`src/rtl/char_feeder_if.sv`:
```
// Bundle of the host-side character stream and the synchro-side write port
// seen by char_feeder. The master modport is the host/environment view, the
// slave modport is the feeder's own view.
interface char_feeder_if #(
    parameter int AW = 4
);
    // Host stream (valid/ready)
    logic          in_valid;
    logic [7:0]    in_char;
    logic          in_ready;

    // Synchro side
    logic          full;
    logic          o_write;
    logic [7:0]    o_char;

    // Status
    logic [AW:0]   count;
    logic [15:0]   sent;
    logic          busy;

    modport master (
        output in_valid,
        output in_char,
        output full,
        input  in_ready,
        input  o_write,
        input  o_char,
        input  count,
        input  sent,
        input  busy
    );

    modport slave (
        input  in_valid,
        input  in_char,
        input  full,
        output in_ready,
        output o_write,
        output o_char,
        output count,
        output sent,
        output busy
    );
endinterface

```
`src/rtl/char_feeder.sv`:
```
// char_feeder: buffers host characters in a small FIFO and hands them to
// synchro as single-cycle write pulses, spaced by GAP idle cycles and held
// off while synchro reports full. Also counts characters delivered.
module char_feeder #(
    parameter int DEPTH = 16,
    parameter int AW    = 4,
    parameter int GAP   = 200
) (
    input  logic          clk,
    input  logic          rst,
    char_feeder_if.slave  bus
);

    // Width of the idle-gap down-counter; at least one bit so GAP=0 builds.
    localparam int GW = (GAP > 1) ? $clog2(GAP + 1) : 1;

    // Value loaded when entering HOLD; only reachable when GAP > 0.
    localparam logic [GW-1:0] GAP_RELOAD = (GAP > 0) ? GW'(GAP - 1) : '0;

    // Occupancy value meaning "FIFO full".
    localparam logic [AW:0] DEPTH_C = (AW + 1)'(DEPTH);

    typedef enum logic [1:0] {
        IDLE  = 2'd0,
        ISSUE = 2'd1,
        HOLD  = 2'd2
    } state_t;

    state_t          state_q;
    state_t          state_d;
    logic [GW-1:0]   gap_q;
    logic [GW-1:0]   gap_d;

    logic [7:0]      mem [DEPTH];
    logic [AW-1:0]   rd_ptr;
    logic [AW-1:0]   wr_ptr;
    logic [AW:0]     count_q;

    logic            o_write_q;
    logic [7:0]      o_char_q;
    logic [15:0]     sent_q;

    logic            push;
    logic            pop;
    logic            write_d;

    // A push only depends on the registered occupancy, so a full FIFO refuses
    // data even when a pop happens on the same edge.
    always_comb begin
        push = bus.in_valid && (count_q != DEPTH_C);
    end

    // Next-state logic: issue from IDLE when data is waiting and synchro is
    // not full, spend one cycle in ISSUE, then sit out GAP cycles in HOLD.
    always_comb begin
        state_d = state_q;
        gap_d   = gap_q;
        pop     = 1'b0;
        write_d = 1'b0;
        case (state_q)
            IDLE: begin
                if ((count_q != '0) && !bus.full) begin
                    state_d = ISSUE;
                    pop     = 1'b1;
                    write_d = 1'b1;
                end
            end
            ISSUE: begin
                if (GAP == 0) begin
                    state_d = IDLE;
                end else begin
                    state_d = HOLD;
                    gap_d   = GAP_RELOAD;
                end
            end
            HOLD: begin
                if (gap_q == '0) begin
                    state_d = IDLE;
                end else begin
                    gap_d = gap_q - 1'b1;
                end
            end
            default: begin
                state_d = IDLE;
            end
        endcase
    end

    // FSM state and gap counter registers.
    always_ff @(posedge clk or posedge rst) begin
        if (rst) begin
            state_q <= IDLE;
            gap_q   <= '0;
        end else begin
            state_q <= state_d;
            gap_q   <= gap_d;
        end
    end

    // FIFO storage; contents need no reset since occupancy gates every read.
    always_ff @(posedge clk) begin
        if (push) begin
            mem[wr_ptr] <= bus.in_char;
        end
    end

    // FIFO pointers and occupancy; pointers wrap naturally as DEPTH is 2**AW.
    always_ff @(posedge clk or posedge rst) begin
        if (rst) begin
            rd_ptr  <= '0;
            wr_ptr  <= '0;
            count_q <= '0;
        end else begin
            if (push) begin
                wr_ptr <= wr_ptr + 1'b1;
            end
            if (pop) begin
                rd_ptr <= rd_ptr + 1'b1;
            end
            case ({push, pop})
                2'b10:   count_q <= count_q + 1'b1;
                2'b01:   count_q <= count_q - 1'b1;
                default: count_q <= count_q;
            endcase
        end
    end

    // Registered write strobe, held character and delivered-character count.
    always_ff @(posedge clk or posedge rst) begin
        if (rst) begin
            o_write_q <= 1'b0;
            o_char_q  <= '0;
            sent_q    <= '0;
        end else begin
            o_write_q <= write_d;
            if (pop) begin
                o_char_q <= mem[rd_ptr];
                sent_q   <= sent_q + 16'd1;
            end
        end
    end

    // Output drive onto the interface.
    always_comb begin
        bus.in_ready = (count_q != DEPTH_C);
        bus.o_write  = o_write_q;
        bus.o_char   = o_char_q;
        bus.count    = count_q;
        bus.sent     = sent_q;
        bus.busy     = (count_q != '0) || (state_q != IDLE);
    end

endmodule
```
`src/flat_wrapper.sv`:
```
// flat-port wrapper written by rule: the top's interface ports become plain ports
module char_feeder_flat 
#(
    parameter int DEPTH = 16,
    parameter int AW    = 4,
    parameter int GAP   = 200
)
  (clk, rst, bus_in_valid, bus_in_char, bus_full, bus_in_ready, bus_o_write, bus_o_char, bus_count, bus_sent, bus_busy);
  char_feeder_if #(.AW(AW)) bus_i ();
  input  logic clk;
  input  logic rst;
  input wire logic [$bits(bus_i.in_valid)-1:0] bus_in_valid;
  input wire logic [$bits(bus_i.in_char)-1:0] bus_in_char;
  input wire logic [$bits(bus_i.full)-1:0] bus_full;
  output wire logic [$bits(bus_i.in_ready)-1:0] bus_in_ready;
  output wire logic [$bits(bus_i.o_write)-1:0] bus_o_write;
  output wire logic [$bits(bus_i.o_char)-1:0] bus_o_char;
  output wire logic [$bits(bus_i.count)-1:0] bus_count;
  output wire logic [$bits(bus_i.sent)-1:0] bus_sent;
  output wire logic [$bits(bus_i.busy)-1:0] bus_busy;
  assign bus_i.in_valid = bus_in_valid;
  assign bus_i.in_char = bus_in_char;
  assign bus_i.full = bus_full;
  assign bus_in_ready = bus_i.in_ready;
  assign bus_o_write = bus_i.o_write;
  assign bus_o_char = bus_i.o_char;
  assign bus_count = bus_i.count;
  assign bus_sent = bus_i.sent;
  assign bus_busy = bus_i.busy;
  char_feeder #(.DEPTH(DEPTH), .AW(AW), .GAP(GAP)) u_core (.clk(clk), .rst(rst), .bus(bus_i));
endmodule
```
`config.mk`:
```
export PLATFORM = sky130hd
export DESIGN_NAME = char_feeder_flat
export DESIGN_NICKNAME = d
export VERILOG_FILES = /design/src/rtl/char_feeder_if.sv /design/src/rtl/char_feeder.sv /design/src/flat_wrapper.sv
export SDC_FILE = /design/constraint.sdc
export NUM_CORES = 1
export LEC_CHECK = 0
export BUFFER_PORTS_ARGS = -buffer_cell sky130_fd_sc_hd__buf_2
export CORE_ASPECT_RATIO = 0.5
export CORE_MARGIN = 8
export CORE_UTILIZATION = 54
export DETAILED_ROUTE_END_ITERATION = 7
export GPL_TIMING_DRIVEN = 0
export HOLD_SLACK_MARGIN = 0.15
export PLACE_DENSITY = 0.75
export SYNTH_ARGS = -nofsm -noshare
export SYNTH_HDL_FRONTEND = slang
export SYNTH_SLANG_ARGS = --single-unit
```
`constraint.sdc`:
```
create_clock -name clk -period 2.7 [get_ports clk]
set_input_delay 0.54 -clock clk [delete_from_list [all_inputs] [get_ports clk]]
set_output_delay 0.54 -clock clk [all_outputs]
set_load 0.01 [all_outputs]
```
==> flow_summary.rst, run 1 <==
.. list-table::
   :header-rows: 1

   * - Metric
     - Value
   * - Status
     - completed
   * - Aggregate global-route resource usage
     - 17.5%
   * - Vert. Die Dim
     - 98.4 um
   * - Final std cells w/o fill
     - 709
   * - Fraction of registers with async set/reset
     - 27.3%
   * - Area share of xor/xnor cells in the synthesized design
     - 3.46%
   * - Skew-Pair Late Insertion Delay
     - 0.43 ns
   * - Slack of the worst reg-to-reg path
     - 0.10 ns
   * - Maximum number of pins on one net before global-route repair
     - 35
   * - Post-synth EDFFs
     - 128
   * - Number of DRC markers after the initial detailed-route iteration
     - 457
   * - Final number of setup-violating endpoints
     - 0
   * - Area share of fa/ha/maj cells after synthesis
     - 1.88%
   * - Top-Level Pins
     - 44
   * - Family with the most delay on the worst path
     - simple AND/OR/NAND/NOR gates
   * - Number of buffers created by CTS
     - 17
   * - Worst-Margin Slew
     - 0.855 ns
   * - Top post-synthesis cells by count
     - sky130_fd_sc_hd__edfxtp_1, sky130_fd_sc_hd__dfrtp_1, sky130_fd_sc_hd__mux4_2
   * - Synth-to-layout area growth
     - 16.4%
   * - Most repeated cell in the gate-level netlist after synthesis
     - sky130_fd_sc_hd__edfxtp_1
   * - Unrepaired setup endpoints after global routing
     - true
   * - Type of the tightest min-delay check
     - reg -> reg
   * - Router iterations before antenna repair
     - 5
   * - Top_reg_cell synth
     - sky130_fd_sc_hd__edfxtp_1
   * - Biggest area consumer among synthesized cells
     - sky130_fd_sc_hd__edfxtp_1
   * - Sum of overflow across all layers after global routing
     - 0
   * - Startpoint kind of the worst setup timing path
     - flip-flop
   * - Gate count after technology mapping
     - 444
   * - Start of the worst register-to-register path
     - u_core.bus.count[1]
   * - Buffering stage count on the worst path with inverters included
     - 2
   * - Power Total
     - 8970 uW
   * - Post-synth design cell area
     - 0.00733 mm2
   * - TritonCTS clock tree
     - built
   * - Time the worst path needs with I/O delays and setup
     - 2.62 ns
   * - Detailed-route wire length on metal 1
     - 6720 um
   * - Total wirelength of the detailed-routed design
     - 14900 um
   * - Die outline width
     - 181 um
   * - Sequential fraction of the synthesis area
     - 68.8%
   * - Area of the core region
     - 0.0134 mm2
   * - Area fraction in compound gates after synthesis
     - 4.51%
   * - Final cycle utilization of the critical path
     - 97.1%
   * - Vias
     - 4132
   * - Cells traversed along the worst timing path
     - buf_6, or4_4, or4_1, buf_2
   * - Number of placed instances with taps included
     - 664
   * - Data arrival time of the worst path
     - 2.08 ns
   * - Avg WL per Cell
     - 21.1 um
   * - Type of the setup path with the least slack
     - reg -> out
   * - Register-to-Register Path Depth
     - 11
   * - Master of the slowest instance on the critical path
     - sky130_fd_sc_hd__or4_4
   * - RR Endpoint
     - u_core.bus.count[4]
   * - Register clock-pin slew on the reported worst setup and hold paths
     - 0.07 ns
   * - Effective utilization at floorplan
     - 54.7%
   * - Max transition margin
     - 42.8%
   * - Die Area
     - 0.0178 mm2
   * - Post-route clock skew
     - 0.0124 ns
   * - Worst hold path depth
     - 1
   * - Synth warnings
     - 0
   * - Hold_sp
     - u_core.bus.sent[15]
   * - Static leakage
     - 0.00322 uW
   * - Pre-CTS setup slack
     - -0.364 ns
   * - Wire length on met2
     - 6920 um
   * - Hold EP
     - u_core.bus.sent[15]
   * - Initial antenna violation count
     - 0
   * - Nets@finish
     - 543
   * - Data required time of the worst path
     - 2.16 ns
   * - Max VDD drop
     - 0.530 mV
   * - Count of endpoints failing hold in the final timing report
     - 0
   * - Via count of the first global-routing pass
     - 4126
   * - Topmost layer with routed signal wires
     - met4
   * - Combinational family with the most area after synthesis
     - multiplexers
   * - Wire length of the first global-routing pass
     - 23700 um
   * - Remaining DRCs
     - 0
   * - Layout cell share with drive strength beyond 1
     - 28.3%
   * - FF+latch count, synth
     - 176
   * - Post-synthesis mux area share
     - 11.6%
   * - Max Clock Freq
     - 381 MHz
   * - Count of input and output buffers
     - 43
   * - Clock tree root buffer cell
     - sky130_fd_sc_hd__clkbuf_16
   * - Max-capacitance violation count
     - 0
   * - Power per standard cell area
     - 1050 mW/mm2
   * - Maximum single-stage delay on the critical path
     - 0.56 ns
   * - Count of nets left with antenna violations after detail routing
     - 0
   * - Worst Slack Setup Final
     - 0.0770 ns
   * - Detail Route met3 WL
     - 1100 um
   * - Netlist cell types
     - 44
   * - Largest buffer count on any clock path
     - 2
   * - Total number of placement rows
     - 30
   * - Final RePlAce weighted congestion
     - 0.781
   * - Number of antenna repair diodes
     - 0
   * - Maximum fanout along the worst path
     - 6
   * - Clock sink total
     - 176
   * - Vias per cell
     - 5.83
   * - Syn_nets
     - 467
   * - Worst Setup End Kind
     - primary output
   * - Post-DP HPWL
     - 9450 um
   * - Share of synthesized cell area in and, or, nand and nor gates
     - 7.05%
   * - CTS HTree Levels
     - 4
   * - Syn avg cell area
     - 16.5 um2
   * - Final Max Tran Viols
     - 0
   * - Fraction of synthesized cell area taken by the top area cell type
     - 52.4%
   * - Dominant cells by area after synthesis
     - sky130_fd_sc_hd__edfxtp_1, sky130_fd_sc_hd__dfrtp_1, sky130_fd_sc_hd__mux4_2
[area by class of cell]
type                       count  area (um2)
buffer                        21         150
tap                          176         220
clock inverter                15         144
inverter                      12        47.5
multi-input combinational    233        2150
sequential                   176        5040
clock buffer                  17         425
fill                         935        4860
timing repair buffer          59         350
[cells in the final DEF, fill, tap and decap left out, types with 4 or more instances in the layout]
master	instances
sky130_fd_sc_hd__buf_2	48
sky130_fd_sc_hd__inv_1	9
sky130_fd_sc_hd__nor4_1	4
sky130_fd_sc_hd__dfrtp_1	48
sky130_fd_sc_hd__clkbuf_1	4
sky130_fd_sc_hd__buf_4	17
sky130_fd_sc_hd__buf_6	5
sky130_fd_sc_hd__nand2b_1	4
sky130_fd_sc_hd__a211o_1	9
sky130_fd_sc_hd__inv_8	5
sky130_fd_sc_hd__xnor2_1	14
sky130_fd_sc_hd__nor2b_1	11
sky130_fd_sc_hd__mux4_2	32
sky130_fd_sc_hd__nand4_1	6
sky130_fd_sc_hd__nor3_2	4
sky130_fd_sc_hd__clkbuf_16	17
sky130_fd_sc_hd__nand2_1	22
sky130_fd_sc_hd__nor3_1	8
sky130_fd_sc_hd__xor2_1	15
sky130_fd_sc_hd__o21ai_0	4
sky130_fd_sc_hd__ha_1	8
sky130_fd_sc_hd__nand3_1	10
sky130_fd_sc_hd__nor2_1	23
sky130_fd_sc_hd__a22o_1	8
sky130_fd_sc_hd__mux2i_1	12
sky130_fd_sc_hd__a21oi_1	15
sky130_fd_sc_hd__edfxtp_1	128
[sequential cells by signal, summed over array words and instances, names as in the netlist]
register and cells:
u_core.bus.count 5, u_core.bus.o_char 8, u_core.bus.o_write 1, u_core.bus.sent 16, u_core.gap_q 8, u_core.mem 128
u_core.rd_ptr 4, u_core.state_q 2, u_core.wr_ptr 4
[worst max path at each step]
| stage | from | to | slack (ns) | depth (start not counted) |
|---|---|---|---|---|
| global placement | bus_in_valid | u_core.mem[3][5] | -0.41 | 4 |
| global route | u_core.bus.count[1] | u_core.bus.count[4] | -0.04 | 11 |
| CTS | u_core.bus.count[2] | u_core.bus.count[4] | 0.0008 | 11 |
| detailed placement | bus_in_valid | u_core.mem[0][3] | -0.36 | 4 |
| finish | u_core.bus.count[1] | bus_busy | 0.08 | 4 |
| floorplan | u_core.bus.count[1] | u_core.bus.count[4] | -0.05 | 12 |
[metal layers]
metal  global-route usage, %  up-vias
li1                        -     1849
met4                    5.43        0
met1                    23.6     2133
met5                       0        -
met3                    5.48       15
met2                    27.0      135
[report_power, final]
group	internal (uW)	switching (uW)	total [uW]
combinational	1380	1610	2990
sequential	3350	287	3640
clock	1230	1120	2350
[metrics by stage]
stage	cell area [um2]	hold WS [ns]	TNS, ns	util (%)
final	8540	0.460	0	63.7
after global routing	8540	0.490	-0.0418	63.7
after CTS	8480	0.466	0	63.3
after detailed placement	7820	0.453	-10.99	58.4
after global placement	7800	0.454	-11.22	58.2
after floorplan	7370	0.437	-0.0521	-
[cell families after synthesis]
kind of cell	after synthesis
AOI/OAI and AO/OA	45
xor gates and xnor gates	29
adders and majority gates	11
buffers and inverters	35
DFF	176
muxes	45
and+or+nand+nor	103
[what timing repair did]
| action | 4_1_cts | 5_1_grt |
|---|---|---|
| endpoints found under the hold margin | 14 | 0 |
| gates resized for setup | 6 | 4 |
| pin swaps | 5 | 5 |
| cloned | 0 | 0 |
| buffers inserted | 8 | 6 |
| hold buffers | 1 | 0 |
| endpoints found under the setup margin | 39 | 3 |
Power figures use the tool's default switching activity.
==> inputs of run 2 (changes only) <==
--- a/config.mk
+++ b/config.mk
@@ -6,13 +6,13 @@
 export NUM_CORES = 1
 export LEC_CHECK = 0
 export BUFFER_PORTS_ARGS = -buffer_cell sky130_fd_sc_hd__buf_2
-export CORE_ASPECT_RATIO = 0.5
 export CORE_MARGIN = 8
-export CORE_UTILIZATION = 54
+export CORE_UTILIZATION = 55
 export DETAILED_ROUTE_END_ITERATION = 7
 export GPL_TIMING_DRIVEN = 0
 export HOLD_SLACK_MARGIN = 0.15
-export PLACE_DENSITY = 0.75
+export PLACE_DENSITY = 0.73
+export SLEW_MARGIN = 20
 export SYNTH_ARGS = -nofsm -noshare
 export SYNTH_HDL_FRONTEND = slang
 export SYNTH_SLANG_ARGS = --single-unit
==> constraint.sdc (replaced) <==
create_clock -name clk -period 2.43 [get_ports clk]
set_input_delay 0.486 -clock clk [delete_from_list [all_inputs] [get_ports clk]]
set_output_delay 0.486 -clock clk [all_outputs]
set_load 0.01 [all_outputs]
==> flow_summary.rst, run 2 (synthesis results as in run 1) <==
.. list-table::
   :header-rows: 1

   * - Metric
     - Value
   * - Buffering stage count on the worst path with inverters included
     - 2
   * - Time the worst path needs with I/O delays and setup
     - 2.66 ns
   * - First element of the critical path
     - u_core.bus.count[1]
   * - CTS HTree Levels
     - 4
   * - Total negative slack for setup checks
     - -0.504 ns
   * - Post-route clock skew
     - 0.00724 ns
   * - Die Area
     - 0.0173 mm2
   * - Register share of total power
     - 39.3%
   * - Unrepaired setup endpoints after global routing
     - true
   * - Register-to-Register Path Depth
     - 10
   * - Static leakage
     - 0.00327 uW
   * - Number of placed instances with taps included
     - 664
   * - Max Clock Freq
     - 376 MHz
   * - Nets@finish
     - 544
   * - Clock tree root buffer cell
     - sky130_fd_sc_hd__clkbuf_16
   * - Family with the most delay on the worst path
     - simple AND/OR/NAND/NOR gates
   * - Initial antenna violation count
     - 0
   * - Die outline width
     - 131 um
   * - Most common cell after layout, fill and taps aside
     - sky130_fd_sc_hd__edfxtp_1
   * - Synth-to-layout area growth
     - 17.9%
   * - Register bank with the most flops
     - u_core.mem
   * - RR Endpoint
     - u_core.bus.count[4]
   * - Switching portion of total power
     - 31.1%
   * - Vias per cell
     - 5.90
   * - TritonCTS clock tree
     - built
   * - Worst-Margin Slew
     - 0.834 ns
   * - Number of buffers created by CTS
     - 17
   * - Startpoint kind of the worst setup timing path
     - flip-flop
   * - Worst Slack Setup Final
     - -0.230 ns
   * - Termination of the worst setup path
     - u_core.bus.count[4]
   * - Post-DP HPWL
     - 9860 um
   * - Layout cell share with drive strength beyond 1
     - 29.4%
   * - Share of power burned in the clock network
     - 28.0%
   * - Final std cells w/o fill
     - 710
   * - Router iterations before antenna repair
     - 5
   * - Effective utilization at floorplan
     - 55.8%
   * - Max-capacitance violation count
     - 0
   * - Wire length of the first global-routing pass
     - 24300 um
   * - Sum of overflow across all layers after global routing
     - 0
   * - Maximum fanout along the worst path
     - 3
   * - Number of antenna repair diodes
     - 0
   * - Top-Level Pins
     - 44
   * - Total of fill cells in the finished design
     - 896
   * - Final RePlAce weighted congestion
     - 0.815
   * - Vert. Die Dim
     - 131 um
   * - Largest buffer count on any clock path
     - 2
   * - Type of the setup path with the least slack
     - reg -> reg
   * - Most frequent cells in the layout
     - sky130_fd_sc_hd__edfxtp_1, sky130_fd_sc_hd__buf_2, sky130_fd_sc_hd__dfrtp_1
   * - Pint
     - 7080 uW
   * - Clock sink total
     - 176
   * - Data arrival time of the worst path
     - 2.96 ns
   * - Switching power of the nets
     - 3200 uW
   * - Data required time of the worst path
     - 2.73 ns
   * - Violations in the final reports
     - setup timing
   * - Total number of placement rows
     - 42
   * - Power per standard cell area
     - 1190 mW/mm2
   * - Worst Setup End Kind
     - flip-flop
   * - Number of flip-flops under the largest register name
     - 128
   * - Total wirelength of the detailed-routed design
     - 15400 um
   * - Final Max Tran Viols
     - 0
   * - Max VDD drop
     - 0.675 mV
   * - Skew-Pair Late Insertion Delay
     - 0.43 ns
   * - Number of DRC markers after the initial detailed-route iteration
     - 331
   * - Combinational share of power
     - 32.7%
   * - Max transition margin
     - 44.1%
   * - Cells traversed along the worst timing path
     - or4_4, o21ai_4, clkinv_4, ha_4, xor2_2, ha_2, inv_2, a222oi_1, nor3_1, xor2_1
   * - Maximum single-stage delay on the critical path
     - 0.60 ns
   * - Slack of the worst reg-to-reg path
     - -0.23 ns
   * - Aggregate global-route resource usage
     - 18.6%
   * - Via count of the first global-routing pass
     - 4319
   * - Maximum number of pins on one net before global-route repair
     - 30
   * - Start of the worst register-to-register path
     - u_core.bus.count[1]
   * - Final number of setup-violating endpoints
     - 4
   * - Count of endpoints failing hold in the final timing report
     - 0
   * - Vias
     - 4191
   * - Status
     - finished with violations
   * - Critical path depth in cells
     - 10
   * - Master of the slowest instance on the critical path
     - sky130_fd_sc_hd__or4_4
   * - Register clock-pin slew on the reported worst setup and hold paths
     - 0.06 ns
   * - Area of the core region
     - 0.0131 mm2
   * - Avg WL per Cell
     - 21.6 um
   * - Type of the tightest min-delay check
     - in -> reg
   * - Final cycle utilization of the critical path
     - 109%
   * - Count of nets left with antenna violations after detail routing
     - 0
   * - Remaining DRCs
     - 0
   * - Count of input and output buffers
     - 43
[run 2: cell types whose count changed in the layout (fill, tap and decap cells not counted), sizes merged]
cell and change:
clkbuf +5, bufinv +4, clkinv +1, clkinvlp -1, inv -9, buf +1
[run 2: layout make-up]
class	instances	area [um2]	area share, %
clock inverter	10	159	1.84
multi-input combinational	233	2170	25.2
tap	176	220	2.55
clock buffer	22	474	5.49
inverter	12	50.0	0.579
sequential	176	5050	58.4
timing repair buffer	62	390	4.52
buffer	19	128	1.48
[run 2: worst min-delay path by stage]
stage	from	endpoint	slack, ns	cells after the start
global placement	u_core.bus.sent[15]	u_core.bus.sent[15]	0.45	1
CTS	bus_in_char[6]	u_core.mem[1][6]	0.43	1
detailed placement	u_core.gap_q[4]	u_core.gap_q[4]	0.46	1
global route	bus_in_char[6]	u_core.mem[1][6]	0.44	1
finish	bus_in_char[6]	u_core.mem[1][6]	0.45	1
floorplan	u_core.gap_q[4]	u_core.gap_q[4]	0.44	1
[run 2: power groups by stage]
| stage | Sequential (uW) | Combinational [uW] | Clock, uW |
|---|---|---|---|
| 2_1_floorplan | 4080 | 2220 | 0 |
| 4_1_cts | 4040 | 3320 | 2910 |
| 5_1_grt | 4100 | 3650 | 3030 |
| 6_report | 4050 | 3360 | 2880 |
| 3_3_place_gp | 4050 | 3050 | 0 |
| 3_5_place_dp | 4080 | 3150 | 0 |
[run 2: metrics by stage]
step | utilization [%] | setup slack, ns | hold WS (ns) | total power (uW) | cell area (um2)
after detailed placement | 59.8 | -0.567 | 0.463 | 7230 | 7850
after global routing | 65.8 | -0.352 | 0.441 | 10800 | 8640
after CTS | 65.4 | -0.289 | 0.430 | 10300 | 8600
after global placement | 59.5 | -0.596 | 0.454 | 7100 | 7810
after floorplan | - | -0.322 | 0.437 | 6300 | 7380
final | 65.8 | -0.230 | 0.452 | 10300 | 8640
[run 2: repair_timing]
item	CTS	global route
pin swaps	7	9
setup endpoints to repair	133	4
hold buffers	1	0
setup buffers	12	6
hold endpoints to repair	19	0
gates resized for setup	9	9
[run 2: per-layer routing]
layer,part of all wire (%),vias up,global-route usage [%]
met1,43,2135,23.6
met2,49,167,29.0
met3,5.7,29,4.61
met4,2.7,0,10.0
li1,-,1860,-
met5,0,-,0
[run 2: worst register-to-register path, delay by kind of cell, from the launching register on]
family | cells | cell delay [ns]
AOI/OAI and AO/OA | 2 | 0.55
xor gates and xnor gates | 2 | 0.29
adders and majority gates | 2 | 0.40
buffers and inverters | 2 | 0.15
DFF | 1 | 0.41
and+or+nand+nor | 2 | 0.73
==> inputs of run 3 (changes only) <==
--- a/config.mk
+++ b/config.mk
@@ -7,12 +7,10 @@
 export LEC_CHECK = 0
 export BUFFER_PORTS_ARGS = -buffer_cell sky130_fd_sc_hd__buf_2
 export CORE_MARGIN = 8
-export CORE_UTILIZATION = 55
+export CORE_UTILIZATION = 30
 export DETAILED_ROUTE_END_ITERATION = 7
 export GPL_TIMING_DRIVEN = 0
 export HOLD_SLACK_MARGIN = 0.15
-export PLACE_DENSITY = 0.73
-export SLEW_MARGIN = 20
 export SYNTH_ARGS = -nofsm -noshare
 export SYNTH_HDL_FRONTEND = slang
 export SYNTH_SLANG_ARGS = --single-unit
==> flow_summary.rst, run 3 (synthesis results as in run 1) <==
.. list-table::
   :header-rows: 1

   * - Metric
     - Value
   * - Status
     - finished with violations
   * - Violations in the final reports
     - setup timing
   * - Maximum number of pins on one net before global-route repair
     - 39
   * - Master of the slowest instance on the critical path
     - sky130_fd_sc_hd__or4_4
   * - Aggregate global-route resource usage
     - 10.9%
   * - Count of nets left with antenna violations after detail routing
     - 0
   * - Vert. Die Dim
     - 172 um
   * - Area taken by multi-input logic gates
     - 0.00217 mm2
   * - Nets@finish
     - 539
   * - Final std cell area, no fill
     - 0.00871 mm2
   * - Worst Slack Setup Final
     - -0.125 ns
   * - Data required time of the worst path
     - 1.94 ns
   * - Data arrival time of the worst path
     - 2.07 ns
   * - Number of antenna repair diodes
     - 0
   * - Startpoint kind of the worst setup timing path
     - flip-flop
   * - Max transition margin
     - 44.0%
   * - Maximum fanout along the worst path
     - 3
   * - Avg WL per Cell
     - 18.0 um
   * - Sum of overflow across all layers after global routing
     - 0
   * - Worst Setup End Kind
     - primary output
   * - Register bank with the most flops
     - u_core.mem
   * - Remaining DRCs
     - 0
   * - Final Max Tran Viols
     - 0
   * - Static leakage
     - 0.00320 uW
   * - Top-Level Pins
     - 44
   * - Most common cell after layout, fill and taps aside
     - sky130_fd_sc_hd__edfxtp_1
   * - Router iterations before antenna repair
     - 5
   * - Sequential cell area in the final layout
     - 0.00505 mm2
   * - CTS HTree Levels
     - 4
   * - Total wirelength of the detailed-routed design
     - 15300 um
   * - DP Area
     - 0.00802 mm2
   * - Via count of the first global-routing pass
     - 4070
   * - Pre-CTS setup slack
     - -0.603 ns
   * - Unrepaired setup endpoints after global routing
     - true
   * - Register clock-pin slew on the reported worst setup and hold paths
     - 0.06 ns
   * - Type of the setup path with the least slack
     - reg -> out
   * - Initial antenna violation count
     - 0
   * - Max VDD drop
     - 0.551 mV
   * - Max-capacitance violation count
     - 0
   * - Number of DRC markers after the initial detailed-route iteration
     - 358
   * - Type of the tightest min-delay check
     - reg -> reg
   * - Post-route clock skew
     - 0.00922 ns
   * - Layout cell share with drive strength beyond 1
     - 28.2%
   * - Worst-Margin Slew
     - 0.837 ns
   * - Most frequent cells in the layout
     - sky130_fd_sc_hd__edfxtp_1, sky130_fd_sc_hd__buf_2, sky130_fd_sc_hd__dfrtp_1
   * - Clock sink total
     - 176
   * - Vias per cell
     - 4.69
   * - Power per standard cell area
     - 1140 mW/mm2
   * - Final cycle utilization of the critical path
     - 105%
   * - Die outline width
     - 172 um
   * - Total number of placement rows
     - 57
   * - Wire length of the first global-routing pass
     - 23800 um
   * - Max Clock Freq
     - 391 MHz
   * - Post-DP HPWL
     - 10100 um
   * - Vias
     - 4003
   * - Effective utilization at floorplan
     - 30.3%
   * - Time the worst path needs with I/O delays and setup
     - 2.56 ns
   * - Final number of setup-violating endpoints
     - 4
   * - Final RePlAce weighted congestion
     - 0.726
   * - Count of input and output buffers
     - 43
   * - Maximum single-stage delay on the critical path
     - 0.58 ns
   * - Cells traversed along the worst timing path
     - or4_4, buf_6, or4_1, buf_2
   * - Largest buffer count on any clock path
     - 2
   * - Number of buffers created by CTS
     - 17
   * - Skew-Pair Late Insertion Delay
     - 0.42 ns
   * - Area of the core region
     - 0.0242 mm2
   * - Synth-to-layout area growth
     - 18.7%
   * - TritonCTS clock tree
     - built
   * - Clock tree root buffer cell
     - sky130_fd_sc_hd__clkbuf_16
   * - Power Total
     - 9920 uW
   * - Count of endpoints failing hold in the final timing report
     - 0
   * - Total of fill cells in the finished design
     - 2243
   * - Number of flip-flops under the largest register name
     - 128
   * - Die Area
     - 0.0297 mm2
   * - Tightest hold margin
     - 0.462 ns
==> run 3: repair_timing <==
action,CTS,global route
endpoints found under the hold margin,10,0
resized for setup,13,5
pin swaps,7,9
buffers inserted,9,3
endpoints found under the setup margin,133,15
hold buffers,1,0
==> run 3: power by group <==
part | internal (uW) | switching (uW) | leakage (uW)
Clock | 1420 | 1180 | 0.000269
Combinational | 1520 | 1760 | 0.00118
Sequential | 3730 | 323 | 0.00175
==> run 3: metrics by stage <==
stage / util, % / std cells / setup TNS [ns]
6_report: 36.0 / 853 / -0.275
5_1_grt: 36.0 / 853 / -0.717
4_1_cts: 35.9 / 852 / -0.496
3_5_place_dp: 33.2 / 812 / -37.94
3_3_place_gp: 33.1 / 811 / -34.27
2_1_floorplan: - / 444 / -0.744
==> run 3: layer usage <==
metal | share of wire, % | track usage [%] | vias up | wire [um]
li1 | - | - | 1847 | -
met4 | 1.0 | 2.96 | 0 | 156
met3 | 5.7 | 2.97 | 13 | 879
met2 | 46 | 17.1 | 95 | 6980
met5 | 0 | 0 | - | 0
met1 | 48 | 14.7 | 2048 | 7320
==> run 3: path summary, 6_finish.rpt <==
kind                                          start                   to  slack [ns]  cells after the start
worst min register to register  u_core.bus.sent[15]  u_core.bus.sent[15]        0.46                      1
min in group asynchronous                       rst   u_core.bus.sent[2]        0.54                      3
worst min-delay path            u_core.bus.sent[15]  u_core.bus.sent[15]        0.46                      1
worst max register to register  u_core.bus.count[1]  u_core.bus.count[2]       -0.08                     11
max in group asynchronous                       rst  u_core.bus.count[3]        1.38                      4
worst max-delay path            u_core.bus.count[1]             bus_busy       -0.13                      4
==> run 3: cell type report <==
| class | count | share of cell area, % |
|---|---|---|
| flip-flops and latches | 176 | 58.0 |
| inverters | 12 | 0.546 |
| clock buffers | 17 | 4.89 |
| multi-input cells | 233 | 24.9 |
| repair buffers | 57 | 4.02 |
| clock inverters | 15 | 1.54 |
| well taps | 324 | 4.66 |
| plain buffers | 19 | 1.47 |
==> run 3: worst max-delay path: cells and delay by family, from the launching register on <==
family                 cells  cell delay (ns)
AND/OR/NAND/NOR            2             0.97
buffers and inverters      2             0.30
flip-flops                 1             0.39
